===== src/rtl/mult_share_pkg.sv =====
// Shared constants, helpers and the tag type for the multiplier-sharing arbiter.
// The tag id width is sized from the default requester count.
package mult_share_pkg;

  localparam int unsigned NUM_REQ_DEF  = 4;
  localparam int unsigned WIDTH_DEF    = 32;
  localparam int unsigned MULT_LAT_DEF = 3;

  function automatic int unsigned id_w(input int unsigned n);
    return (n > 1) ? $clog2(n) : 1;
  endfunction

  localparam int unsigned ID_W = id_w(NUM_REQ_DEF);

  typedef struct packed {
    logic            valid;
    logic [ID_W-1:0] id;
  } tag_t;

endpackage


===== src/rtl/mult_share_arbiter_rr.sv =====
// Round-robin arbiter: picks one eligible requester per cycle, starting the search at
// a registered pointer that moves to one past the last winner.
module rr_arbiter #(
  parameter int unsigned NUM_REQ = 4,
  parameter int unsigned IdW     = 2
) (
  input  logic               clk,
  input  logic               rst_n,
  input  logic [NUM_REQ-1:0] req_valid_i,
  input  logic [NUM_REQ-1:0] busy_i,
  output logic [NUM_REQ-1:0] gnt_o,
  output logic [IdW-1:0]     gnt_id_o,
  output logic               gnt_any_o
);

  logic [NUM_REQ-1:0] elig;
  logic [IdW-1:0]     ptr_q, ptr_d;
  logic [IdW-1:0]     idx;

  // No grant may be issued while reset is held.
  assign elig = req_valid_i & ~busy_i & {NUM_REQ{rst_n}};

  always_comb begin
    gnt_o     = '0;
    gnt_id_o  = '0;
    gnt_any_o = 1'b0;
    idx       = '0;
    for (int unsigned k = 0; k < NUM_REQ; k++) begin
      idx = IdW'((32'(ptr_q) + k) % NUM_REQ);
      if (!gnt_any_o && elig[idx]) begin
        gnt_any_o  = 1'b1;
        gnt_o[idx] = 1'b1;
        gnt_id_o   = idx;
      end
    end
  end

  always_comb begin
    ptr_d = ptr_q;
    if (gnt_any_o) begin
      ptr_d = (32'(gnt_id_o) == NUM_REQ - 1) ? '0 : gnt_id_o + 1'b1;
    end
  end

  always_ff @(posedge clk or negedge rst_n) begin
    if (!rst_n) begin
      ptr_q <= '0;
    end else begin
      ptr_q <= ptr_d;
    end
  end

endmodule


===== src/rtl/mult_share_arbiter.sv =====
// Shares one pipelined multiplier among NUM_REQ requesters; a tag pipeline matching the
// multiplier latency routes each product into the owner's result register.
module mult_share_arbiter
  import mult_share_pkg::*;
#(
  parameter int unsigned NUM_REQ  = NUM_REQ_DEF,
  parameter int unsigned WIDTH    = WIDTH_DEF,
  parameter int unsigned MULT_LAT = MULT_LAT_DEF
) (
  input  logic                         clk,
  input  logic                         rst_n,
  input  logic [NUM_REQ-1:0]           req_valid,
  output logic [NUM_REQ-1:0]           req_ready,
  input  logic [NUM_REQ*WIDTH-1:0]     req_in1,
  input  logic [NUM_REQ*WIDTH-1:0]     req_in2,
  output logic [NUM_REQ-1:0]           rsp_valid,
  input  logic [NUM_REQ-1:0]           rsp_ready,
  output logic [NUM_REQ*2*WIDTH-1:0]   rsp_out,
  output logic [WIDTH-1:0]             mult_in1,
  output logic [WIDTH-1:0]             mult_in2,
  input  logic [2*WIDTH-1:0]           mult_out,
  output logic                         idle
);

  logic [NUM_REQ-1:0] gnt;
  logic [ID_W-1:0]    gnt_id;
  logic               gnt_any;
  logic [NUM_REQ-1:0] busy_q, busy_d;
  logic [NUM_REQ-1:0] rsp_valid_q, rsp_valid_d;
  logic [NUM_REQ-1:0] hs;
  logic [2*WIDTH-1:0] rsp_out_q [NUM_REQ];
  logic [2*WIDTH-1:0] rsp_out_d [NUM_REQ];
  tag_t               tag_q [MULT_LAT];
  tag_t               tag_d [MULT_LAT];
  tag_t               tag_last;

  rr_arbiter #(
    .NUM_REQ (NUM_REQ),
    .IdW     (ID_W)
  ) u_arb (
    .clk         (clk),
    .rst_n       (rst_n),
    .req_valid_i (req_valid),
    .busy_i      (busy_q),
    .gnt_o       (gnt),
    .gnt_id_o    (gnt_id),
    .gnt_any_o   (gnt_any)
  );

  assign req_ready = gnt;
  assign hs        = rsp_valid_q & rsp_ready;
  assign tag_last  = tag_q[MULT_LAT-1];

  always_comb begin
    mult_in1 = '0;
    mult_in2 = '0;
    if (gnt_any) begin
      mult_in1 = req_in1[32'(gnt_id)*WIDTH +: WIDTH];
      mult_in2 = req_in2[32'(gnt_id)*WIDTH +: WIDTH];
    end
  end

  always_comb begin
    tag_d[0] = '{valid: gnt_any, id: gnt_id};
    for (int unsigned k = 1; k < MULT_LAT; k++) begin
      tag_d[k] = tag_q[k-1];
    end
  end

  // A requester is never regranted while busy, so capture and handshake never collide.
  always_comb begin
    busy_d      = (busy_q | gnt) & ~hs;
    rsp_valid_d = rsp_valid_q & ~hs;
    rsp_out_d   = rsp_out_q;
    if (tag_last.valid) begin
      rsp_valid_d[tag_last.id] = 1'b1;
      rsp_out_d[tag_last.id]   = mult_out;
    end
  end

  always_ff @(posedge clk or negedge rst_n) begin
    if (!rst_n) begin
      busy_q      <= '0;
      rsp_valid_q <= '0;
      for (int unsigned i = 0; i < NUM_REQ; i++) begin
        rsp_out_q[i] <= '0;
      end
      for (int unsigned k = 0; k < MULT_LAT; k++) begin
        tag_q[k] <= '0;
      end
    end else begin
      busy_q      <= busy_d;
      rsp_valid_q <= rsp_valid_d;
      rsp_out_q   <= rsp_out_d;
      tag_q       <= tag_d;
    end
  end

  for (genvar i = 0; i < NUM_REQ; i++) begin : g_rsp
    assign rsp_out[i*2*WIDTH +: 2*WIDTH] = rsp_out_q[i];
  end

  assign rsp_valid = rsp_valid_q;
  // busy spans grant through response handshake, covering in-flight and pending ops.
  assign idle      = ~(|busy_q);

endmodule

===== config.mk =====
export PLATFORM = sky130hd
export DESIGN_NAME = mult_share_arbiter
export DESIGN_NICKNAME = d
export VERILOG_FILES = /design/src/rtl/mult_share_pkg.sv /design/src/rtl/mult_share_arbiter_rr.sv /design/src/rtl/mult_share_arbiter.sv
export SDC_FILE = /design/constraint.sdc
export NUM_CORES = 1
export LEC_CHECK = 0
export BUFFER_PORTS_ARGS = -buffer_cell sky130_fd_sc_hd__buf_2
export CORE_AREA = 3 3 252 254
export CTS_CLUSTER_SIZE = 40
export DETAILED_ROUTE_END_ITERATION = 16
export DIE_AREA = 0 0 255 257
export HOLD_SLACK_MARGIN = 0.08
export SLEW_MARGIN = 20
export SYNTH_ARGS = -nofsm -noshare
export SYNTH_HDL_FRONTEND = slang
export SYNTH_SLANG_ARGS = --single-unit

===== constraint.sdc =====
create_clock -name clk -period 8.34 [get_ports clk]
set_input_delay 1.668 -clock clk [delete_from_list [all_inputs] [get_ports clk]]
set_output_delay 1.668 -clock clk [all_outputs]
set_load 0.01 [all_outputs]

==> reports/results.ini <==
[global_routing]
grt_overflow_total=0
grt_first_pass_wirelength_um=80900
first_global_vias=12164
grt_total_usage_pct=16.6
antenna_found_initial=17
largest_net_degree_at_the_start_of_global_routing=147

[synth]
synth-compound-area-share_pct=10.4
yosysWarnings=0
synth_nets=1382
ys_ff_latch=275
synth.area.mux_share_pct=26.2
synth_simple_gate_area_share_pct=7.65
synthCells=1044
synth-edff-count=0
synthXorXnorAreaFrac_pct=0
main_combinational_cell_family_by_area_after_synthesis=multiplexers
synth-seq-area-share_pct=50.6
synth-async-reset-ratio_pct=100
synth_top_flop_cell=dfrtp_1
syn-mean-instance-area_um2=13.0
synth_adder_area_share_pct=0.737
post_synth_num_cell_types=61
syn-cell-area_um2=13600

[setup_path]
timing.critical_path.fanout_max=65
cp.required_ps=6670
critPathLaunch=u_arb.ptr_q[0]
critical_path.startpoint_type=flop
timing.critical_path.arrival_ps=4890
worstReg2RegStart=u_arb.ptr_q[0]
critical_path.endpoint_type=output port
path_type_of_the_worst_setup_path=flop to output port

[sta]
slew_violations=0
min_tclk_post_route_ps=6560
grt_setup_unrepaired=no
fin_worst_skew_ps=12.0
timing_hold_violations_final=0
fraction_of_the_cycle_the_final_worst_path_needs_pct=78.6
finalSetupViolations=0
max_clock_freq_mhz=153
timing.max_slew.rel_slack_pct=23.8
worst_slew_pin_slew_ps=1140
finalSetupTns_ps=0

[floorplanning]
boundary_pins=659
die-height_um=257
fp.dieW_um=255
floorplan.core_area_um2=61500
placementRows=91
start_util_pct=22.1
dieArea_um2=65500

[placed_design]
hpwl_um=45400
post-place-cells=2415
placement.io_buffers=658
gp_congestion=0.963

[cells_and_area]
number_of_nets_in_the_finished_design=1993
fillerInstances=6296
layout-area-overhead-vs-synth_pct=36.3
fin_cells=2475
combined_area_of_the_multi_input_logic_cells_um2=6190
post_route_cells_drive_above_1_share_pct=62.8
area.sequential_um2=6880

[min_path]
holdCritPathClass=flop to flop
hold_path_start=tag_d[1]

[detailed_routing]
drt_first_pass_iters=5
route.vias.total=11457
wire_per_inst_um=23.3
ant_nets=0
finalWirelength_um=57600
drc_errors=0
post_drt_via_cell_ratio=4.63
detail_route.iter0.violations=534

[clocking]
htree_num_levels=1
worst_setup_hold_path_clk_slew_ps=70
cts.repair.resized=0
clk_path_buf_depth=3
tritoncts_clock_tree=built
clock-root-buffer=clkbuf_16
clkLatencyLatePin_ps=550
post-cts-setup-buffers=0
tritoncts.num_buffers=28
tritoncts_num_sinks=275
cts_hold_buffers=0

[power_and_ir_drop]
power.density_nw_per_um2=377
vdd_ir_drop_max_mv=0.182
p_leak_nw=8.96

[outcome]
status=finished clean

[job]
max-cap-violations=0

-- cells by family after synthesis --
kind of cell	Yosys count
fa+ha+maj	8
flops	275
simple gates	138
mux	324
buf+inv	108
compound gates	191
-- layout by cell type (no fill, tap or decap), drive strengths merged, types with 15 or more instances in the layout --
cell type / n
and3: 77
clkbuf: 37
a31oi: 74
mux2: 258
a31o: 28
inv: 15
buf: 675
mux2i: 66
a21boi: 27
dfrtp: 275
a211oi: 27
nor4: 28
-- layout make-up --
class                      instances  share of cell area [%]
sequential                       275                    37.1
clock inverter                    14                   0.615
antenna                            9                   0.122
tap                              790                    5.34
inverter                          14                   0.311
timing repair buffer             675                    18.7
multi-input combinational        661                    33.4
clock buffer                      37                    4.40
-- worst paths after layout --
path	to	slack (ps)	cells after the start
worst max-delay path	mult_in2[1]	1780	9
worst min-delay path	tag_last[1]	330	0
worst max register to register	u_arb.ptr_q[0]	4180	9
worst min register to register	tag_last[1]	330	0
max in group asynchronous	rsp_out[159]	5880	2
min in group asynchronous	rsp_out[116]	1080	1
-- where the power goes --
part	total (W)	internal (W)	switching, W
clock	0.00125	0.000720	0.000525
sequential	0.00236	0.00201	0.000350
combinational	0.00338	0.00152	0.00185
-- metrics by stage --
| step | utilization (%) | instance area (µm²) | power (W) | worst slack [ps] | hold WS, ps |
|---|---|---|---|---|---|
| after floorplan | - | 13600 | 0.00437 | 3410 | 331 |
| after global placement | 28.5 | 17500 | 0.00571 | 1600 | 340 |
| after detailed placement | 28.6 | 17600 | 0.00580 | 1810 | 335 |
| after CTS | 30.1 | 18500 | 0.00708 | 1670 | 334 |
| after global routing | 30.1 | 18500 | 0.00742 | 1340 | 346 |
| final | 30.1 | 18500 | 0.00698 | 1780 | 335 |
-- per-layer routing --
metal / wire length [µm] / track usage, % / vias up / part of all wire, %
li1: - / - / 5163 / -
met1: 18700 / 15.9 / 5607 / 33
met2: 31500 / 32.8 / 572 / 55
met3: 3960 / 3.05 / 115 / 6.9
met4: 3420 / 9.31 / 0 / 5.9
met5: 0 / 0 / - / 0
-- state kept, by name, summed over array words and instances, names as in the netlist --
register     cells
rsp_out        256
tag_d            6
busy_q           4
rsp_valid        4
tag_last         3
u_arb.ptr_q      2
-- synth_stat cells, types with 8 or more instances --
library cell | instances | area share [%]
a211oi_1 | 26 | 1.4
a21boi_0 | 26 | 1.4
a31o_2 | 27 | 1.7
a31oi_1 | 74 | 3.4
and3_1 | 76 | 3.5
buf_2 | 17 | 0.63
buf_6 | 14 | 1.2
clkbuf_1 | 53 | 1.5
dfrtp_1 | 275 | 51
ha_1 | 8 | 0.74
inv_1 | 12 | 0.33
mux2_2 | 258 | 21
mux2i_1 | 66 | 4.9
nor4_1 | 8 | 0.37
nor4_2 | 19 | 1.7
-- worst max-delay path, cell delays in order (launching register included) --
cell	delay [ps]
dfrtp_1	650
inv_1	310
ha_1	480
nor4bb_4	350
o21ai_0	230
a21oi_4	780
a21oi_2	140
nand2_4	760
a211oi_1	310
buf_2	240
Power figures use the tool's default switching activity.
